===== config.mk =====
export PLATFORM = sky130hd
export DESIGN_NAME = uart1_rx
export DESIGN_NICKNAME = d
export VERILOG_FILES = /design/src/rtl/uart1_rx_pkg.sv /design/src/rtl/uart_sync2.sv /design/src/rtl/uart1_rx.sv
export SDC_FILE = /design/constraint.sdc
export NUM_CORES = 1
export LEC_CHECK = 0
export ABC_AREA = 1
export BUFFER_PORTS_ARGS = -buffer_cell sky130_fd_sc_hd__buf_2
export CAP_MARGIN = 25
export CELL_PAD_IN_SITES_DETAIL_PLACEMENT = 0
export CELL_PAD_IN_SITES_GLOBAL_PLACEMENT = 1
export CORE_UTILIZATION = 40
export CTS_CLUSTER_SIZE = 8
export DETAILED_ROUTE_END_ITERATION = 7
export HOLD_SLACK_MARGIN = 0.02
export PLACE_DENSITY = 0.8
export SLEW_MARGIN = 10
export SYNTH_ARGS = -nofsm -noshare
export SYNTH_HDL_FRONTEND = slang
export SYNTH_SLANG_ARGS = --single-unit

===== constraint.sdc =====
create_clock -name clk -period 1.3 [get_ports clk]
set_input_delay 0.065 -clock clk [delete_from_list [all_inputs] [get_ports clk]]
set_output_delay 0.065 -clock clk [all_outputs]
set_load 0.01 [all_outputs]

===== src/rtl/uart1_rx_pkg.sv =====
// Shared UART1 definitions: receiver state encoding and line levels.
// Imported by the receiver, its synchronizer and the UART1 benches.
package uart1_rx_pkg;

    typedef enum logic [2:0] {
        ST_IDLE,
        ST_START,
        ST_DATA,
        ST_STOP,
        ST_BREAK
    } rx_state_t;

    localparam logic UART_IDLE_LVL  = 1'b1;
    localparam logic UART_START_LVL = 1'b0;
    localparam logic UART_STOP_LVL  = 1'b1;

    localparam int UART_DATA_BITS = 8;

endpackage


===== src/rtl/uart_sync2.sv =====
// Two-flop synchronizer for asynchronous UART line inputs.
// Resets to the idle line level so no false start bit is seen.
module uart_sync2
    import uart1_rx_pkg::*;
(
    input  logic clk,
    input  logic rst,
    input  logic d,
    output logic q
);

    logic meta;

    always_ff @(posedge clk or negedge rst) begin
        if (!rst) begin
            meta <= UART_IDLE_LVL;
            q    <= UART_IDLE_LVL;
        end else begin
            meta <= d;
            q    <= meta;
        end
    end

endmodule


===== src/rtl/uart1_rx.sv =====
// UART1 receiver: 8N1 framing, mid-bit sampling on an oversampled clock.
// Good frames pulse data_valid; a low stop bit pulses framing_err once.
module uart1_rx
    import uart1_rx_pkg::*;
#(
    parameter int CLKS_PER_BIT = 16,
    parameter int HALF_BIT     = CLKS_PER_BIT / 2
) (
    input  logic       clk,
    input  logic       rst,
    input  logic       serial_in,
    output logic [7:0] data_out,
    output logic       data_valid,
    output logic       framing_err,
    output logic       busy
);

    localparam int CW = $clog2(CLKS_PER_BIT);
    localparam logic [CW-1:0] CNT_LAST = CW'(CLKS_PER_BIT - 1);
    localparam logic [CW-1:0] CNT_HALF = CW'(HALF_BIT - 1);
    localparam logic [2:0]    IDX_LAST = 3'(UART_DATA_BITS - 1);

    logic rx_s;

    rx_state_t state;
    rx_state_t state_n;

    logic [CW-1:0] clk_cnt;
    logic [CW-1:0] cnt_n;
    logic [2:0]    bit_idx;
    logic [2:0]    idx_n;
    logic [7:0]    shift_reg;
    logic [7:0]    shift_n;
    logic [7:0]    dout_n;
    logic          dv_n;
    logic          fe_n;

    uart_sync2 u_sync (
        .clk (clk),
        .rst (rst),
        .d   (serial_in),
        .q   (rx_s)
    );

    always_ff @(posedge clk or negedge rst) begin
        if (!rst) begin
            state       <= ST_IDLE;
            clk_cnt     <= '0;
            bit_idx     <= '0;
            shift_reg   <= '0;
            data_out    <= 8'h00;
            data_valid  <= 1'b0;
            framing_err <= 1'b0;
        end else begin
            state       <= state_n;
            clk_cnt     <= cnt_n;
            bit_idx     <= idx_n;
            shift_reg   <= shift_n;
            data_out    <= dout_n;
            data_valid  <= dv_n;
            framing_err <= fe_n;
        end
    end

    always_comb begin
        state_n = state;
        cnt_n   = clk_cnt;
        idx_n   = bit_idx;
        shift_n = shift_reg;
        dout_n  = data_out;
        dv_n    = 1'b0;
        fe_n    = 1'b0;

        unique case (state)
            ST_IDLE: begin
                cnt_n = '0;
                idx_n = '0;
                if (rx_s == UART_START_LVL) begin
                    state_n = ST_START;
                end
            end
            ST_START: begin
                // Re-check mid start bit so short glitches are dropped.
                if (clk_cnt == CNT_HALF) begin
                    cnt_n = '0;
                    if (rx_s == UART_START_LVL) begin
                        state_n = ST_DATA;
                    end else begin
                        state_n = ST_IDLE;
                    end
                end else begin
                    cnt_n = clk_cnt + CW'(1);
                end
            end
            ST_DATA: begin
                if (clk_cnt == CNT_LAST) begin
                    cnt_n   = '0;
                    shift_n = {rx_s, shift_reg[7:1]};
                    idx_n   = bit_idx + 3'd1;
                    if (bit_idx == IDX_LAST) begin
                        state_n = ST_STOP;
                    end
                end else begin
                    cnt_n = clk_cnt + CW'(1);
                end
            end
            ST_STOP: begin
                if (clk_cnt == CNT_LAST) begin
                    cnt_n = '0;
                    if (rx_s == UART_STOP_LVL) begin
                        dout_n  = shift_reg;
                        dv_n    = 1'b1;
                        state_n = ST_IDLE;
                    end else begin
                        fe_n    = 1'b1;
                        state_n = ST_BREAK;
                    end
                end else begin
                    cnt_n = clk_cnt + CW'(1);
                end
            end
            ST_BREAK: begin
                // Hold here while the line stays low: one error per break.
                cnt_n = '0;
                if (rx_s == UART_IDLE_LVL) begin
                    state_n = ST_IDLE;
                end
            end
            default: begin
                state_n = ST_IDLE;
            end
        endcase
    end

    assign busy = (state != ST_IDLE);

endmodule


After elaboration in Yosys (flattened, before gate mapping). Cells that the tools add are included.

Register bits: 30. Bits of input ports: 3. Output and inout bits: 11. Logic and storage cells: 54.

Add/sub/neg operators: 2. Equal/unequal tests: 13. Muxes and demuxes: 20. Reductions and logical operators: 10.

Operator list (count): $mux 3 (8); $pmux 3 s5 (1); $pmux 4 s3 (1); $ne 2x2->1 const B (5); $mux 4 (2); $eq 3x2->1 const B (2); $eq 3x3->1 const B (2); $mux 1 (6); $pmux 3 s2 (1); $reduce_and 6->1 (1); $reduce_bool 3->1 (2); $add 4x1->4 const B (1); $eq 4x3->1 const B (1); $eq 4x4->1 const B (1); $reduce_and 2->1 (2); $reduce_or 2->1 (2); $add 3x1->3 const B (1); $eq 3x1->1 const B (1); $logic_not 3->1 (1); $reduce_and 3->1 (1); $mux 2 (1); $ne 2x1->1 const B (1); $reduce_bool 2->1 (1).

Depth between registers and ports, before layout.
Depth in word-level cells: 4. Depth in mapped cells: 8. Depth with buffers taken out: 8.

By module. Synthesis repeated with hierarchy kept, for this count alone.

Cells, all modules: 147. Area, all modules: 1388.8 µm².

By module, submodules not included: uart1_rx (instances 1, cells each 145, area an instance 1336.3 µm², sequential area each 700.7 µm²); uart_sync2 (instances 1, cells each 2, area an instance 52.6 µm², sequential area each 52.6 µm²).

Worst setup path after synthesis. OpenSTA, ideal clock, no wires.

Kind: flip-flop to flip-flop. Start point: reg clk_cnt[1]. End point: reg data_out[2]. Library setup time: 0.118 ns. Arrival time: 1.127 ns. Required time: 1.182 ns. Setup slack: 0.055 ns. Cell stages (with the launch flop): 8. Buffers on the path: 1. Clock period less this slack: 1.245 ns. Path through: dfrtp_1 > ha_1 > nand3_2 > inv_2 > nand3_4 > buf_6 > nand2_2 > o21ai_2.

Cells in the longest elaborated chain, start to end: 2.

RTL lines: start, declared (line uart1_rx.sv:28) `logic [CW-1:0] clk_cnt;`; start signal, assigned (line uart1_rx.sv:56) `clk_cnt <= cnt_n;`; $eq 4x4->1 (line uart1_rx.sv:108) `if (clk_cnt == CNT_LAST) begin`; $reduce_and 3->1 (no source line); end signal, assigned (line uart1_rx.sv:59) `data_out <= dout_n;`; end, declared (line uart1_rx.sv:12) `output logic [7:0] data_out,`.

Every way passes these cells. A chain may end at the register's enable or synchronous reset.

Final worst setup path.
Start point: reg u_sync.q. End point: reg state[1].

Cells in the longest elaborated chain, start to end: 3. Elaborated cells on any way between the ends: 6. Classes of those cells: 2 x eq/ne; 3 x mux; 1 x reduce/logical.

RTL lines: start, declared (line uart_sync2.sv:9) `output logic q`; start signal, assigned (line uart_sync2.sv:20) `q <= meta;`; $mux 2 (line uart1_rx.sv:86) `if (rx_s == UART_START_LVL) begin`; $mux 3 (line uart1_rx.sv:84) `if (clk_cnt == CNT_HALF) begin`; $pmux 3 s5 (line uart1_rx.sv:74) `unique case (state)`; end signal, assigned (line uart1_rx.sv:55) `state <= state_n;`; end, declared (line uart1_rx.sv:25) `rx_state_t state;`.

Several ways; a longest one is shown, not always the timed one. The select of a mux whose other input is x is not followed.

==> metrics.md <==
| Metric | Value |
|---|---|
| Outcome | complete, but fails checks |
| Failing checks | negative setup slack |
| Mapped Nets | 150 |
| Yosys Warn Count | 0 |
| Pre-CTS WS | -37.9 ps |
| Ports | 14 |
| Worst skew pair latency | around 330 ps |
| Vias | 1123 |
| Commonest cells post-synth | nand2_1 (35), dfrtp_1 (28), o21ai_2 (16) |
| EDFF count, synth | 0 |
| Sw Ratio | roughly 34% |
| Area of the mapped netlist | 0.00142 mm² |
| Unrepaired setup endpoints after global routing | true |
| Nets | 189 |
| Startpoint types | flip-flop |
| First-pass GRT wire length | 4230 µm |
| WHS | 304 ps |
| Sw power | 0.994 mW |
| GRT Total Usage | 16.2% |
| Ys flop type | dfrtp_1 |
| Area grow syn2layout | 39.6% |
| Max VDD drop | between 0.7 and 0.8 mV |
| Reg2reg end | state[1] |
| Power density cells | 1470 mW/mm² |
| Starting density of the core | between 40% and 50% |
| Slowest-stage cell, CP | dfstp_2 |
| F_max | around 760 MHz |
| Initial antenna violation count | 0 |
| Slew margin rel. | a little over half |
| Initial drt markers | 56 |
| Fin util | 59.1% |
| WS Path Type | reg2reg |
| CTS Buf Count | 5 |
| Total congestion overflow | 0 |
| Share of cells above drive strength 1 | 57.9% |
| Setup WS post-layout | -16.0 ps |
| Arr. time, crit path | 1530 ps |
| DRC | 0 |
| Max-slew violations | 0 |
| Flop pwr share | about two fifths |
| Slowest cell delay on critical path | 630 ps |
| Seq cells post-synth | 30 |
| Cells after synthesis | 144 |
| Worst-path clk slew | 100 ps |
| Max-Cap Viols | 0 |
| Worst Hold Class | in2async |
| Path depth of the worst reg2reg path | 5 |
| Worst path buffer plus inverter count | 1 |
| Data required time at the worst endpoint | 1510 ps |
| Vias in the first global route | 992 |
| Non-Filler Instances | between 200 and 250 |
| Setup Skew | about 11 ps |
| Power Internal | 1.93 mW |
| LEAKAGE | 0.913 nW |
| Register area share after synthesis | 52.9% |
| R2R Setup Slk | -20 ps |
| Row Count | 21 |
| Die X | 61.7 µm |
| Area contributors post-synth | dfrtp_1 (49%), o21ai_2 (9.8%), nand2_1 (9.2%), dfstp_2 (3.7%), inv_1 (3.4%) |
| Post-route design area | 0.00199 mm² |
| GPL Wtd Cong | 0.811 |
| CP Cell Sequence | inv_1, nand3_1, nand3_4, o21bai_1, nand2_1 |
| DRT Wirelength | approximately 3000 µm |
| Post-synth ARST share | 100% |
| Final Hold Viols | 0 |
| Fin crit share | 101% |
| Top delay family on crit path | flip-flops |
| CTS H-tree depth | 2 |
| Vias per cell | 4.90 |
| CTS tree | built |
| Drt wl/cell | 13.2 µm |
| IO Port Bufs | 13 |
| CP Capture Type | flip-flop |
| Logic pwr share | a little over a third |
| Clock Power Share | 26.1% |
| Final min period | between 1000 and 1500 ps |
| Clk buf depth | 2 |
| Ant diodes | 0 |
| Cell Area, Placed | 0.00160 mm² |
| Post-synth top area share | 49.2% |
| CP Max Fanout | 4 |
| Reg-to-reg critical path startpoint | u_sync.q |
| Num Clock Sinks | 30 |
| Routed Antenna Nets | 0 |
| Pre-Repair DR Iteration Count | 4 |
| Mapped Avg Cell Area | 9.89 µm² |
| Core ar. | 0.00336 mm² |
| DIE AREA | 0.00380 mm² |
| Root Driver | clkbuf_4 |
| Largest net degree at the start of global routing | 31 |
| Setup violations, final | 2 |
| Synth cell types | 25 |
| DP HPWL | around 1800 µm |
| Die height | slightly above 60 µm |
| Dpl cells | around 210 |
| Worst slew pin tran | 677 ps |
| Most frequent cell after synthesis | nand2_1 |
| Area leader, netlist | dfrtp_1 |
[how the worst max path moves through the flow]
stage | startpoint | end | slack, ps | cells past startpoint
2_1_floorplan | clk_cnt[1] | data_out[2] | 50 | 7
3_5_place_dp | clk_cnt[1] | state[0] | -40 | 7
5_1_grt | u_sync.q | state[1] | -80 | 5
6_report | u_sync.q | state[1] | -20 | 5
3_3_place_gp | clk_cnt[0] | data_out[0] | 1 | 7
4_1_cts | state[0] | busy | -4 | 3
[cell families (layout without fill, tap and decap cells)]
family	after synthesis	after routing	share of synthesized area (%)
simple gates	61	62	21.4
mux	1	1	0.703
compound gates	25	25	13.4
xor+xnor	1	1	0.615
buf+inv	23	61	8.35
flops	30	30	52.9
fa+ha+maj	3	3	2.64
[power groups by stage]
stage          Clock, mW  Sequential, mW  Combinational [mW]
2_1_floorplan          0            1.11               0.476
3_3_place_gp           0            1.11               0.697
3_5_place_dp           0            1.11               0.733
4_1_cts            0.787            1.10               0.765
5_1_grt            0.840            1.14                1.15
6_report           0.764            1.13                1.03
[cells in the final DEF (no fill, tap or decap), types with 6 or more instances in the layout]
cell type	count
nand2_4	7
buf_2	12
nor2_1	6
nand2_1	18
nand2_2	13
inv_1	12
buf_4	13
o21ai_2	17
dfrtp_1	25
[layer usage]
metal	routed length (µm)	track usage (%)
met1	1280	18.5
met5	0	0
met2	1570	26.3
met3	111	7.77
met4	52	6.35
[worst reg2reg max path: cells and delay by family, from the launching register on]
family	cells	cell delay, ps
DFF	1	630
AOI/OAI and AO/OA	1	170
buffers and inverters	1	80
and+or+nand+nor	3	330
[area by class of cell]
type / count / area [µm²]
clock buffers: 6 / 51.3
clock inverters: 1 / 30.0
fillers: 289 / 1380
inverters: 19 / 76.3
multi-input cells: 92 / 717
flip-flops and latches: 30 / 757
well taps: 46 / 57.6
repair buffers: 35 / 299
[through the flow]
stage | power (mW) | TNS, ps
2_1_floorplan | 1.58 | 0
3_3_place_gp | 1.81 | 0
3_5_place_dp | 1.84 | -60.2
4_1_cts | 2.66 | -3.73
5_1_grt | 3.14 | -567
6_report | 2.93 | -23.0
[what timing repair did]
item | in CTS | in global routing
setup buffers | 2 | 5
endpoints found under the setup margin | 4 | 24
pin swaps | 3 | 9
hold buffers | 2 | 0
endpoints found under the hold margin | 29 | 0
gates resized for setup | 8 | 42
gates cloned | 0 | 2
(Power assumes the default switching activity.)
